## src/rtl/spi_display_sink_if.sv

```systemverilog
// rtl/spi_display_sink_if.sv - display-link pins and word sink handshake
interface spi_display_sink_if #(
    parameter int W = 8
);
    logic         spi_cs_n;
    logic         spi_clock;
    logic         spi_dc;
    logic         spi_mosi;
    logic [W-1:0] out;
    logic         out_dc;
    logic         put;
    logic         full;
    logic         overrun;
    logic         busy;

    modport master (
        output spi_cs_n, spi_clock, spi_dc, spi_mosi, full,
        input  out, out_dc, put, overrun, busy
    );

    modport slave (
        input  spi_cs_n, spi_clock, spi_dc, spi_mosi, full,
        output out, out_dc, put, overrun, busy
    );
endinterface

```

## src/rtl/spi_display_sink.sv

```systemverilog
// rtl/spi_display_sink.sv - oversampling SPI mode 0 display-link receiver
module spi_display_sink #(
    parameter int W = 8
) (
    input  logic                clock,
    input  logic                reset,
    spi_display_sink_if.slave   link
);
    localparam int CW = $clog2(W);

    typedef enum logic {IDLE, RECV} state_t;

    state_t        state, state_nx;
    logic          cs_s1, cs_s2;
    logic          clk_s1, clk_s2, clk_prev;
    logic          dc_s1, dc_s2;
    logic          mosi_s1, mosi_s2;
    logic          rise_q, rise_mosi, rise_dc;
    logic [CW-1:0] count;
    logic [W-1:0]  shift;
    logic [W-1:0]  out_q;
    logic          out_dc_q, put_q, overrun_q;
    logic          take, word_done;

    // Two-flop synchronisers, idling at the pin rest levels while in reset.
    always_ff @(posedge clock or negedge reset) begin
        if (!reset) begin
            cs_s1   <= 1'b1;
            cs_s2   <= 1'b1;
            clk_s1  <= 1'b0;
            clk_s2  <= 1'b0;
            dc_s1   <= 1'b0;
            dc_s2   <= 1'b0;
            mosi_s1 <= 1'b0;
            mosi_s2 <= 1'b0;
        end else begin
            cs_s1   <= link.spi_cs_n;
            cs_s2   <= cs_s1;
            clk_s1  <= link.spi_clock;
            clk_s2  <= clk_s1;
            dc_s1   <= link.spi_dc;
            dc_s2   <= dc_s1;
            mosi_s1 <= link.spi_mosi;
            mosi_s2 <= mosi_s1;
        end
    end

    // Registered rise detect; data and dc travel alongside so they line up with the pulse.
    always_ff @(posedge clock or negedge reset) begin
        if (!reset) begin
            clk_prev  <= 1'b0;
            rise_q    <= 1'b0;
            rise_mosi <= 1'b0;
            rise_dc   <= 1'b0;
        end else begin
            clk_prev  <= clk_s2;
            rise_q    <= clk_s2 & ~clk_prev;
            rise_mosi <= mosi_s2;
            rise_dc   <= dc_s2;
        end
    end

    // Frame state register.
    always_ff @(posedge clock or negedge reset) begin
        if (!reset) state <= IDLE;
        else        state <= state_nx;
    end

    // Frame tracking; a clock rise only counts inside a frame that is not ending this cycle.
    always_comb begin
        state_nx = state;
        take     = 1'b0;
        case (state)
            IDLE: if (!cs_s2) state_nx = RECV;
            RECV: begin
                if (cs_s2) state_nx = IDLE;
                else       take = rise_q;
            end
            default: state_nx = IDLE;
        endcase
    end

    assign word_done = take && (count == CW'(W - 1));

    // Shift in bits, hand completed words to the sink or flag the drop when it is full.
    always_ff @(posedge clock or negedge reset) begin
        if (!reset) begin
            count     <= '0;
            shift     <= '0;
            out_q     <= '0;
            out_dc_q  <= 1'b0;
            put_q     <= 1'b0;
            overrun_q <= 1'b0;
        end else begin
            put_q     <= 1'b0;
            overrun_q <= 1'b0;
            if (state == IDLE || cs_s2) begin
                count <= '0;
            end else if (take) begin
                shift <= {shift[W-2:0], rise_mosi};
                if (word_done) begin
                    count <= '0;
                    if (link.full) begin
                        overrun_q <= 1'b1;
                    end else begin
                        out_q    <= {shift[W-2:0], rise_mosi};
                        out_dc_q <= rise_dc;
                        put_q    <= 1'b1;
                    end
                end else begin
                    count <= count + 1'b1;
                end
            end
        end
    end

    assign link.out     = out_q;
    assign link.out_dc  = out_dc_q;
    assign link.put     = put_q;
    assign link.overrun = overrun_q;
    assign link.busy    = (state == RECV);
endmodule

```

## src/flat_wrapper.sv

```systemverilog
// flat-port wrapper written by rule: the top's interface ports become plain ports
module spi_display_sink_flat 
#(
    parameter int W = 8
)
  (clock, reset, link_spi_cs_n, link_spi_clock, link_spi_dc, link_spi_mosi, link_full, link_out, link_out_dc, link_put, link_overrun, link_busy);
  spi_display_sink_if #(.W(W)) link_i ();
  input  logic clock;
  input  logic reset;
  input wire logic [$bits(link_i.spi_cs_n)-1:0] link_spi_cs_n;
  input wire logic [$bits(link_i.spi_clock)-1:0] link_spi_clock;
  input wire logic [$bits(link_i.spi_dc)-1:0] link_spi_dc;
  input wire logic [$bits(link_i.spi_mosi)-1:0] link_spi_mosi;
  input wire logic [$bits(link_i.full)-1:0] link_full;
  output wire logic [$bits(link_i.out)-1:0] link_out;
  output wire logic [$bits(link_i.out_dc)-1:0] link_out_dc;
  output wire logic [$bits(link_i.put)-1:0] link_put;
  output wire logic [$bits(link_i.overrun)-1:0] link_overrun;
  output wire logic [$bits(link_i.busy)-1:0] link_busy;
  assign link_i.spi_cs_n = link_spi_cs_n;
  assign link_i.spi_clock = link_spi_clock;
  assign link_i.spi_dc = link_spi_dc;
  assign link_i.spi_mosi = link_spi_mosi;
  assign link_i.full = link_full;
  assign link_out = link_i.out;
  assign link_out_dc = link_i.out_dc;
  assign link_put = link_i.put;
  assign link_overrun = link_i.overrun;
  assign link_busy = link_i.busy;
  spi_display_sink #(.W(W)) u_core (.clock(clock), .reset(reset), .link(link_i));
endmodule
```

## config.mk

```make
export PLATFORM = sky130hd
export DESIGN_NAME = spi_display_sink_flat
export DESIGN_NICKNAME = d
export VERILOG_FILES = /design/src/rtl/spi_display_sink_if.sv /design/src/rtl/spi_display_sink.sv /design/src/flat_wrapper.sv
export SDC_FILE = /design/constraint.sdc
export NUM_CORES = 1
export LEC_CHECK = 0
export BUFFER_PORTS_ARGS = -buffer_cell sky130_fd_sc_hd__buf_2
export CAP_MARGIN = 20
export CORE_MARGIN = 4
export CORE_UTILIZATION = 55
export DETAILED_ROUTE_END_ITERATION = 7
export PLACE_DENSITY = 0.82
export SYNTH_ARGS = -nofsm -noshare
export SYNTH_HDL_FRONTEND = slang
export SYNTH_SLANG_ARGS = --single-unit
export TNS_END_PERCENT = 20
```

## constraint.sdc

```tcl
create_clock -name clock -period 3.7 [get_ports clock]
set_input_delay 0.555 -clock clock [delete_from_list [all_inputs] [get_ports clock]]
set_output_delay 0.555 -clock clock [all_outputs]
set_load 0.05 [all_outputs]
```

== Word-level counts from Yosys, hierarchy flattened ==
Index checks and enable logic that the tools add are counted.

* Equality and inequality tests: 1
* Reductions and logical operators: 5
* Bitwise logic cells: 5
* $add $sub $neg: 1
* Mux-type cells: 14

{| class="wikitable"
|+ Operator list
! operator !! count
|-
| 1-bit 2-to-1 mux || 11
|-
| 3-bit 2-to-1 mux || 3
|-
| 1-bit inverter || 4
|-
| 4-bit AND reduction || 1
|-
| 3-bit by 1-bit adder with 3-bit output, second input constant || 1
|-
| 3-bit == test, second input constant || 1
|-
| 2-bit AND reduction || 1
|-
| 2-bit nonzero test || 1
|-
| 1-bit bitwise AND || 1
|-
| 1-bit logical AND || 1
|-
| 1-bit logical OR || 1
|}

* Bits of input ports: 7
* Flip-flop bits (word level): 34
* Output and inout port bits: 12

== Logic depth before layout (Yosys ltp) ==
Gate-level depths: netlist of the first run.

* Word-level depth: 6
* Mapped depth: 5

== Worst setup path before layout of the first run ==
No wires, ideal clock.

* Path kind: flip-flop to flip-flop
* Start point: register u_core.state (netlist: u_core.link.busy)
* End point: register u_core.out_q[0] (netlist: u_core.link.out[0])
* Period minus slack after synthesis: 1.495 ns
* Data required time: 3.575 ns
* Arrival time: 1.370 ns
* Stages on the path, launching flop included: 4
* Path slack: 2.205 ns
* Library setup time: 0.125 ns
* Cells stage by stage: dfrtp_1 -> nor2b_4 -> nand4b_4 -> mux2_2

* Longest elaborated chain between the ends: 4
* Elaborated cells on any way between the ends: 6

{| class="wikitable"
|+ RTL lines
! element !! RTL line !! text
|-
| start, declared || spi_display_sink.sv:13 || <nowiki>state_t state, state_nx;</nowiki>
|-
| start signal, assigned || spi_display_sink.sv:66 || <nowiki>else state <= state_nx;</nowiki>
|-
| 1-bit inverter || spi_display_sink.sv:97 || <nowiki>if (state == IDLE || cs_s2) begin</nowiki>
|-
| 1-bit logical OR || spi_display_sink.sv:97 ||
|-
| 1-bit inverter (no source line) || -- ||
|-
| 4-bit AND reduction (no source line) * || -- ||
|-
| end signal, assigned || spi_display_sink.sv:106 || <nowiki>out_q <= {shift[W-2:0], rise_mosi};</nowiki>
|-
| end, declared || spi_display_sink.sv:21 || <nowiki>logic [W-1:0] out_q;</nowiki>
|}

Mark *: on every way between the ends. The rest lies on a longest branch, timed or not.
A chain may end at the register's enable or synchronous reset.

== Final worst setup path of the first run ==
* Start point: register u_core.count[0]
* End point: register u_core.out_q[0] (netlist: u_core.link.out[0])

* Longest elaborated chain between the ends: 3

{| class="wikitable"
|+ RTL lines
! element !! RTL line !! text
|-
| start, declared || spi_display_sink.sv:19 || <nowiki>logic [CW-1:0] count;</nowiki>
|-
| start signal, assigned || spi_display_sink.sv:111 || <nowiki>count <= count + 1'b1;</nowiki>
|-
| 3-bit == test || spi_display_sink.sv:83 || <nowiki>assign word_done = take && (count == CW'(W - 1));</nowiki>
|-
| 1-bit logical AND || spi_display_sink.sv:83 ||
|-
| 4-bit AND reduction (no source line) || -- ||
|}

Every way passes these cells.

==> results.tsv, run 1 <==
metric	value	unit
status	finished, final reports clean	
Crit Path Category	register to register	
Detailed Routing Iterations Pass 1	2	
worst rel slew slack	0.5342	
WL/cell	13.57	µm
largest family of logic cells by synthesized area	multiplexers	
routability cong.	0.6844	
Worst Path Required	3.91	ns
total setup buffers inserted after CTS	0	
crit start category	register	
largest net degree at the start of global routing	35	
Fmax	653.3	MHz
Vias/cell	5.025	
Crit path largest cell delay	0.41	ns
min-delay worst type	primary input to async pin	
Setup crit end kind	register	
fin. max-slew vios	0	
Synth Instances	70	
most frequent cells in the layout	dfrtp_1, buf_2, mux2_2	
PortBufs	18	
clk_lat worst skew	0.32	ns
First DRT Iteration DRCs	3	
placed wire-length estimate	1.185	mm
die area	2956	µm²
worst IR drop on VDD	341.7	µV
Critical Path Fanout Max	10	
Synth Area in Simple Gates	0.07302	
starting density of the core	0.5906	
commonest non-fill, non-tap cell in the layout	dfrtp_1	
Post-Synth Adder-Cell Area	0.02116	
gr usage total	0.1551	
setup TNS	0	ns
final period utilization	0.4137	
CTS Hold Bufs	0	
# fillers	163	
H-Tree Depth	2	
Slew @ Worst Pin	0.6987	ns
I/O Pins	19	
clk slew on worst S/H paths	0.09	ns
core area	2002	µm²
P&R area growth vs syn	15.13	%
post-synthesis xor/xnor area fraction	0	
vias in the first global route	630	
final instance area	1361	µm²
P_leak	0.7472	nW
critical path's top delay family	adder cells	
R2R Path End	u_core.link.out[0]	
number of routed nets with antenna violations	0	
crit path cell chain	ha_1 > ha_1 > nand4b_4 > mux2_2	
Fin. Hold Viols	0	
CTS tree	done	
# DRC	0	
Rows	16	
compound-gate portion of the synthesized area	0.004233	
Final #Nets	103	
first-pass GRT wire length	2.939	mm
TritonCTS Buffers	5	
Clock Path Buffers	2	
Slowest-stage cell, CP	dfrtp_1	
synthesized area	1182	µm²
number of antenna diodes	0	
mux contribution to synthesized area	0.1693	
Synth cell types	16	
Synth Register Bits	34	
setup violators final	0	
P per Cell Area	482.7	nW/µm²
R2R depth	4	
drt total wl	1.655	mm
sequential share of the synthesized area	0.7217	
Crit path top cell by count	ha_1	
Sink Count	34	
antenna violations before repair	0	
Worst R2R Setup Slack	2.17	ns
Yosys Warn Count	0	
Max Clock Skew	0.004908	ns
r2r startpoint	u_core.count[0]	
WP buf/inv	0	
CP arrival	1.74	ns
Synth Area per Inst	16.89	µm²
number of flip-flops in the largest register	8	
vias	613	
RSZ-0062 raised after global routing	false	
die extent in x	54.37	µm
fraction of layout cells with a size suffix above 1	0.4842	
max-cap viol count	0	
post_cts resized	0	
clock tree root driver cell	clkbuf_4	
chip height	54.37	µm
placed cell area	1301	µm²
Final min period	1.531	ns
post-synth net total	79	
Overflow after GRT	0	
## cell type report
type	count	area [µm²]	share of cell area
multi-input combinational	33	316.6	0.2325
tap	27	33.78	0.02482
clock buffer	7	55.05	0.04044
inverter	2	7.507	0.005515
sequential	34	853.3	0.6268
timing repair buffer	18	90.09	0.06618
clock inverter	1	5.005	0.003676
## worst max-delay path by stage
stage / startpoint / to / slack, ns / cells after the start
after global routing: u_core.link.busy / link_busy / 2.09 / 1
final: u_core.count[0] / u_core.link.out[0] / 2.17 / 4
after floorplan: u_core.link.busy / u_core.link.out[0] / 2.21 / 3
after detailed placement: u_core.count[0] / u_core.link.out[3] / 2.19 / 4
after CTS: u_core.link.busy / link_busy / 2.14 / 1
after global placement: u_core.count[0] / u_core.link.out[3] / 2.24 / 4
## metrics by stage
stage          utilization  hold WS (ns)  instances  total power [mW]  setup WS, ns
3_5_place_dp        0.6500        0.3347        114            0.4623         2.188
3_3_place_gp        0.6500        0.3317        114            0.4595         2.241
5_1_grt             0.6800        0.2700        122            0.7047         2.094
6_report            0.6800        0.2633        122            0.6570         2.169
4_1_cts             0.6800        0.2752        122            0.6700         2.141
2_1_floorplan            -        0.2594         70            0.4436         2.205
## synthesized netlist by cell type
cell      count  area share
nand3b_1      1      0.0064
nor2b_4       1       0.012
inv_1         2      0.0064
mux2i_1       2       0.017
nor2b_1       1      0.0053
a21oi_1       1      0.0042
nand4b_4      1       0.020
dfrtp_1      32        0.68
mux2_2       16        0.15
buf_2         1      0.0042
nand2b_1      1      0.0053
nand2_1       2      0.0064
nand2_2       1      0.0053
dfstp_2       2       0.044
ha_1          2       0.021
nor2_1        4       0.013
## metal layers
layer	vias to the layer above	part of all wire	global-route usage
li1	284	-	-
met3	2	0.074	0.1063
met2	18	0.49	0.2131
met5	-	0	0
met1	309	0.43	0.1887
met4	0	0.013	0.06224
## cells by family (layout without fill, tap and decap cells)
| group | count (synthesis) | count (layout) |
|---|---|---|
| AND/OR/NAND/NOR | 12 | 12 |
| flip-flops | 34 | 34 |
| adder cells (fa/ha/maj) | 2 | 2 |
| multiplexers | 18 | 18 |
| buffers and inverters | 3 | 28 |
| AO/OA/AOI/OAI | 1 | 1 |
## power by group
part	switching, mW	internal, mW
Sequential	0.0169	0.399
Combinational	0.0169	0.0205
Clock	0.112	0.0920
No activity file was read; power rests on OpenSTA's default activity.
==> run 2: changes to the inputs <==
- ABC_AREA: not set -> 1
- CORE_UTILIZATION: 55 -> 48
- PLACE_DENSITY: 0.82 -> 0.76
- clock period: 3.7 -> 1.4 ns (I/O delays scaled with it)
==> results.tsv, run 2 <==
metric	value	unit	change
clk_lat worst skew	0.33	ns	about the same
WP buf/inv	1		+1
first-pass GRT wire length	3.636	mm	+24%
number of flip-flops in the largest register	8		unchanged
Vias/cell	4.935		-1.8%
Sink Count	34		unchanged
P per Cell Area	1374	nW/µm²	+180%
H-Tree Depth	2		unchanged
setup TNS	0	ns	unchanged
P_int	1.681	mW	+230%
top cell type's share of synthesized area	0.6571		-0.02016
Slowest-stage cell, CP	dfrtp_1		
WHS Path Cells	4		
post-synth net total	117		+48%
Worst Path Required	1.62	ns	-2.29 ns
setup violators final	0		unchanged
min-delay worst type	primary input to register		
most common cell in the synthesized netlist	nand2_1		
die area	3409	µm²	+15%
drt total wl	2.054	mm	+24%
Fin. Hold Viols	0		unchanged
I/O Pins	19		unchanged
Synth cell types	15		-1
main area contributors after synthesis	dfrtp_1, nand2_1, nand3_1		
number of routed nets with antenna violations	0		unchanged
CTS tree	done		
Setup crit end kind	register		
Final min period	1.245	ns	-0.2861 ns
Synth Instances	108		+54%
commonest non-fill, non-tap cell in the layout	nand2_1		
Worst R2R Setup Slack	0.16	ns	-2.01 ns
die extent in x	58.39	µm	+7.4%
Yosys Warn Count	0		unchanged
sequential power share	0.513		-0.120
Min-Delay Startpoint	link_full		
Crit Path Category	register to register		
CP arrival	1.47	ns	-0.27 ns
WL/cell	12.23	µm	-9.9%
# fillers	182		+12%
Sw Share	0.1995		-0.02229
FFs w/ async S/R, synth	1.000		unchanged
starting density of the core	0.5256		-0.06499
core area	2318	µm²	+16%
vias	829		+35%
First DRT Iteration DRCs	28		+25
leading area contributor after synthesis	dfrtp_1		
Clock Path Buffers	2		unchanged
status	finished, final reports clean		
largest net degree at the start of global routing	35		unchanged
RSZ-0062 raised after global routing	false		
crit start category	register		
most frequent cells in the layout	nand2_1, dfrtp_1, buf_2		
Final #Nets	148		+44%
synthesized area	1219	µm²	+3.1%
P&R area growth vs syn	25.36	%	
crit path cell chain	ha_1 > ha_2 > inv_2 > nor2_8 > nand3_1 > nand2_1		
critical path's top delay family	flip-flops		
Comb power frac	0.049		-0.008
Synth Area per Inst	11.28	µm²	-33%
final instance area	1528	µm²	+12%
final period utilization	0.8890		+0.4753
Max Clock Skew	0.01536	ns	+0.01045 ns
WHS Endpoint	u_core.link.put		
antenna violations before repair	0		unchanged
gr usage total	0.1455		-0.009607
fin. max-slew vios	0		unchanged
R2R depth	6		+2
P_leak	0.8624	nW	+15%
vias in the first global route	850		+35%
R2R Path End	u_core.link.out[0]		
most common library cells after synthesis	nand2_1, dfrtp_1, nand3_1		
clk slew on worst S/H paths	0.11	ns	+0.02 ns
routability cong.	0.7534		+10%
TritonCTS Buffers	5		unchanged
Slew @ Worst Pin	0.3992	ns	-0.2995 ns
Synth Register Bits	34		unchanged
fraction of layout cells with a size suffix above 1	0.2786		-0.2056
max-cap viol count	0		unchanged
Clk pwr share	0.439		+0.129
number of antenna diodes	0		unchanged
Crit path largest cell delay	0.42	ns	about the same
Rows	17		+1
# DRC	0		unchanged
chip height	58.39	µm	+7.4%
ys flop type	dfrtp_1		
worst IR drop on VDD	1138	µV	+230%
switching power	0.4187	mW	+190%
PortBufs	18		unchanged
clock tree root driver cell	clkbuf_4		
r2r startpoint	u_core.count[0]		
placed wire-length estimate	1.416	mm	+19%
placed cell area	1355	µm²	+4.1%
Critical Path Fanout Max	10		unchanged
worst rel slew slack	0.7339		+0.1997
sequential share of the synthesized area	0.7002		-0.02149
EDFF count, synth	0		unchanged
Overflow after GRT	0		unchanged
Detailed Routing Iterations Pass 1	5		+3
Fmax	803.5	MHz	+23%
-- run 2: cell types whose count changed after synthesis, moves of 3 or more --
cell	delta
nand2_1	+37
mux2_2	-16
nand3_1	+12
inv_1	+6
o21ai_0	+3
-- run 2: worst max path at each step --
| stage | from | to | cells past startpoint |
|---|---|---|---|
| finish | u_core.count[0] | u_core.link.out[0] | 6 |
| global route | u_core.count[0] | u_core.link.out[0] | 6 |
| CTS | u_core.count[0] | u_core.link.out[0] | 6 |
| detailed placement | u_core.count[0] | u_core.link.out[0] | 6 |
| global placement | u_core.count[0] | u_core.link.out[0] | 6 |
| floorplan | u_core.link.busy | u_core.link.out[0] | 5 |
-- run 2: what timing repair did --
item | in CTS | in global routing
setup endpoints to repair | 0 | 11
hold buffers | 5 | 0
endpoints found under the hold margin | 36 | 0
setup buffers | 0 | 0
resized for setup | 0 | 3
-- run 2: through the flow --
step	power, mW	hold slack, ns	worst slack, ns	utilization	std cells
floorplan	1.133	-0.08559	0.02261	-	108
global placement	1.177	0.2503	0.1116	0.5845	155
detailed placement	1.186	0.2575	0.07306	0.5845	155
CTS	2.123	0.2838	0.06453	0.6541	168
global route	2.187	0.2664	0.03331	0.6589	168
finish	2.099	0.2454	0.1554	0.6589	168
-- run 2: layer usage --
| layer | vias to the layer above | GRT usage | part of all wire |
|---|---|---|---|
| li1 | 402 | - | - |
| met1 | 398 | 0.1621 | 0.40 |
| met2 | 22 | 0.2424 | 0.52 |
| met3 | 7 | 0.05263 | 0.062 |
| met4 | 0 | 0.07616 | 0.024 |
| met5 | - | 0 | 0 |
-- run 2: worst register-to-register path, delay by kind of cell, from the launching register on --
kind / cells / cell delay (ns)
adder cells (fa/ha/maj): 2 / 0.40
buffers and inverters: 1 / 0.12
AND/OR/NAND/NOR: 3 / 0.21
flip-flops: 1 / 0.42
-- run 2: cell type report --
class                   instances  area [µm²]  share of cell area
flip-flops and latches         34       853.3              0.5586
multi-input cells              63       335.3              0.2195
repair buffers                 25       155.1              0.1016
clock inverters                 2       60.06             0.03931
clock buffers                   6       51.30             0.03358
inverters                      10       37.54             0.02457
well taps                      28       35.03             0.02293
-- run 2: cells by family (layout without fill, tap and decap cells) --
logic type,Yosys count,count (layout),synth area share
buffers and inverters,11,43,0.03388
flip-flops,34,34,0.7002
AND/OR/NAND/NOR,57,57,0.2259
AO/OA/AOI/OAI,4,4,0.01950
adder cells (fa/ha/maj),2,2,0.02053
-- run 2: power groups by stage --
stage | clock network (mW) | registers, mW | logic [mW]
finish | 0.921 | 1.08 | 0.102
global route | 0.989 | 1.08 | 0.117
CTS | 0.944 | 1.08 | 0.104
detailed placement | 0 | 1.09 | 0.0927
global placement | 0 | 1.09 | 0.0864
floorplan | 0 | 1.09 | 0.0446
==> run 3: changes to the inputs <==
- CORE_UTILIZATION: 48 -> 53
- PLACE_DENSITY: 0.76 -> 0.79
- clock period: 1.4 -> 1.35 ns (I/O delays scaled with it)
==> results.tsv, run 3 (same netlist as run 2, synthesis figures left out) <==
metric	value	unit	change
Slew @ Worst Pin	0.2563	ns	-0.1429 ns
most frequent cells in the layout	nand2_1, dfrtp_1, buf_2		
PortBufs	18		unchanged
sequential power share	0.619		+0.106
P per Cell Area	1212	nW/µm²	-12%
setup violators final	0		unchanged
TritonCTS Buffers	5		unchanged
status	finished, final reports clean		
Cell Count, Final, Fillers Out	169		+0.60%
Fin. Hold Viols	0		unchanged
# DRC	0		unchanged
chip height	55.95	µm	-4.2%
Fmax	792.3	MHz	-1.4%
H-Tree Depth	2		unchanged
Worst Path Required	1.63	ns	about the same
largest net degree at the start of global routing	15		-57%
die extent in x	55.95	µm	-4.2%
vias	814		-1.8%
number of antenna diodes	0		unchanged
Sink Count	34		unchanged
vias in the first global route	828		-2.6%
fin. max-slew vios	0		unchanged
max-cap viol count	0		unchanged
Max Clock Skew	0.01487	ns	-0.0004870 ns
starting density of the core	0.5563		+0.03062
placed wire-length estimate	1.546	mm	+9.2%
antenna violations before repair	0		unchanged
clock tree root driver cell	clkbuf_4		
First DRT Iteration DRCs	16		-43%
first-pass GRT wire length	3.705	mm	+1.9%
Critical Path Fanout Max	10		unchanged
DP Worst Slack	-0.01336	ns	-0.08642 ns
clk_lat worst skew	0.33	ns	about the same
PnR worst setup slack	0.08783	ns	-0.06759 ns
Final min period	1.262	ns	+0.01759 ns
P&R area growth vs syn	22.18	%	
Final #Nets	149		+0.68%
Slowest-stage cell, CP	dfrtp_1		
clk slew on worst S/H paths	0.11	ns	about the same
Crit path largest cell delay	0.40	ns	-0.02 ns
r2r startpoint	u_core.count[0]		
CP arrival	1.54	ns	+0.07 ns
fraction of layout cells with a size suffix above 1	0.2908		+0.01221
I/O Pins	19		unchanged
R2R Path End	u_core.link.out[1]		
Vias/cell	4.817		-2.4%
P_leak	0.8420	nW	-2.4%
final period utilization	0.9349		+0.04596
worst rel slew slack	0.8291		+0.09525
min-delay worst type	primary input to async pin		
Overall Power	1.804	mW	-14%
Clk pwr share	0.320		-0.119
Rows	17		unchanged
WL/cell	12.33	µm	+0.86%
switching power	0.4361	mW	+4.1%
commonest non-fill, non-tap cell in the layout	nand2_1		
Detailed Routing Iterations Pass 1	5		unchanged
crit path cell chain	ha_1 > ha_2 > inv_2 > nor2_8 > nand3_1 > nand2_1		
routability cong.	0.7620		+1.1%
number of routed nets with antenna violations	0		unchanged
R2R depth	6		unchanged
Overflow after GRT	0		unchanged
number of flip-flops in the largest register	8		unchanged
Worst R2R Setup Slack	0.09	ns	-0.07 ns
CTS tree	done		
P_int	1.368	mW	-19%
Setup crit end kind	register		
gr usage total	0.1576		+0.01213
Crit Path Category	register to register		
worst IR drop on VDD	980.3	µV	-14%
die area	3130	µm²	-8.2%
Comb power frac	0.061		+0.012
drt total wl	2.084	mm	+1.5%
RSZ-0062 raised after global routing	false		
Clock Path Buffers	2		unchanged
Sw Share	0.2418		+0.04229
core area	2191	µm²	-5.5%
post-placement cell count	156		+0.65%
# fillers	170		-6.6%
crit start category	register		
run 3: layer usage:
layer | track usage | vias to the layer above | wire length (µm)
met2 | 0.2500 | 25 | 1078
met1 | 0.1910 | 383 | 826
li1 | - | 402 | -
met4 | 0.08136 | 0 | 31
met3 | 0.05336 | 4 | 148
met5 | 0 | - | 0
run 3: layout make-up:
class                           count  area (µm²)  share of cell area
Sequential cell                    34       854.6              0.5739
Multi-Input combinational cell     63       335.3              0.2252
Timing Repair Buffer               26       162.7              0.1092
Clock buffer                        6       51.30             0.03445
Inverter                           10       37.54             0.02521
Tap cell                           28       35.03             0.02353
Clock inverter                      2       12.51            0.008403
run 3: power by group through the flow:
stage	sequential, mW	clock [mW]	combinational, mW
6_report	1.12	0.577	0.111
5_1_grt	1.13	0.643	0.126
4_1_cts	1.12	0.593	0.112
3_5_place_dp	1.14	0	0.101
3_3_place_gp	1.13	0	0.0924
2_1_floorplan	1.13	0	0.0463
run 3: critical path: cells and delay by family (launching register included):
| family | cells | cell delay [ns] |
|---|---|---|
| flip-flops | 1 | 0.40 |
| adder cells (fa/ha/maj) | 2 | 0.38 |
| AND/OR/NAND/NOR | 3 | 0.35 |
| buffers and inverters | 1 | 0.08 |
run 3: worst max path at each step:
stage | start | end | slack (ns) | cells past startpoint
floorplan | u_core.count[0] | u_core.link.out[0] | 0.11 | 6
global route | u_core.count[0] | u_core.link.out[6] | 0.02 | 6
detailed placement | u_core.count[0] | u_core.link.out[1] | -0.01 | 6
CTS | u_core.count[0] | u_core.link.out[1] | 0.03 | 5
finish | u_core.count[0] | u_core.link.out[1] | 0.09 | 6
global placement | u_core.count[0] | u_core.link.out[1] | 0.07 | 6
run 3: timing repair:
item / in CTS / in global routing
buffers inserted: 0 / 0
endpoints found under the hold margin: 14 / 0
endpoints found under the setup margin: 2 / 9
hold buffers: 5 / 0
resized for setup: 1 / 2
run 3: per-stage QoR:
stage	hold WS [ns]	instance area, µm²	utilization	TNS [ns]
finish	0.2563	1489	0.6796	0
global route	0.2831	1489	0.6796	0
CTS	0.2580	1478	0.6745	0
detailed placement	0.09127	1364	0.6225	-0.01336
global placement	0.08376	1364	0.6225	0
floorplan	-0.09309	1220	-	0
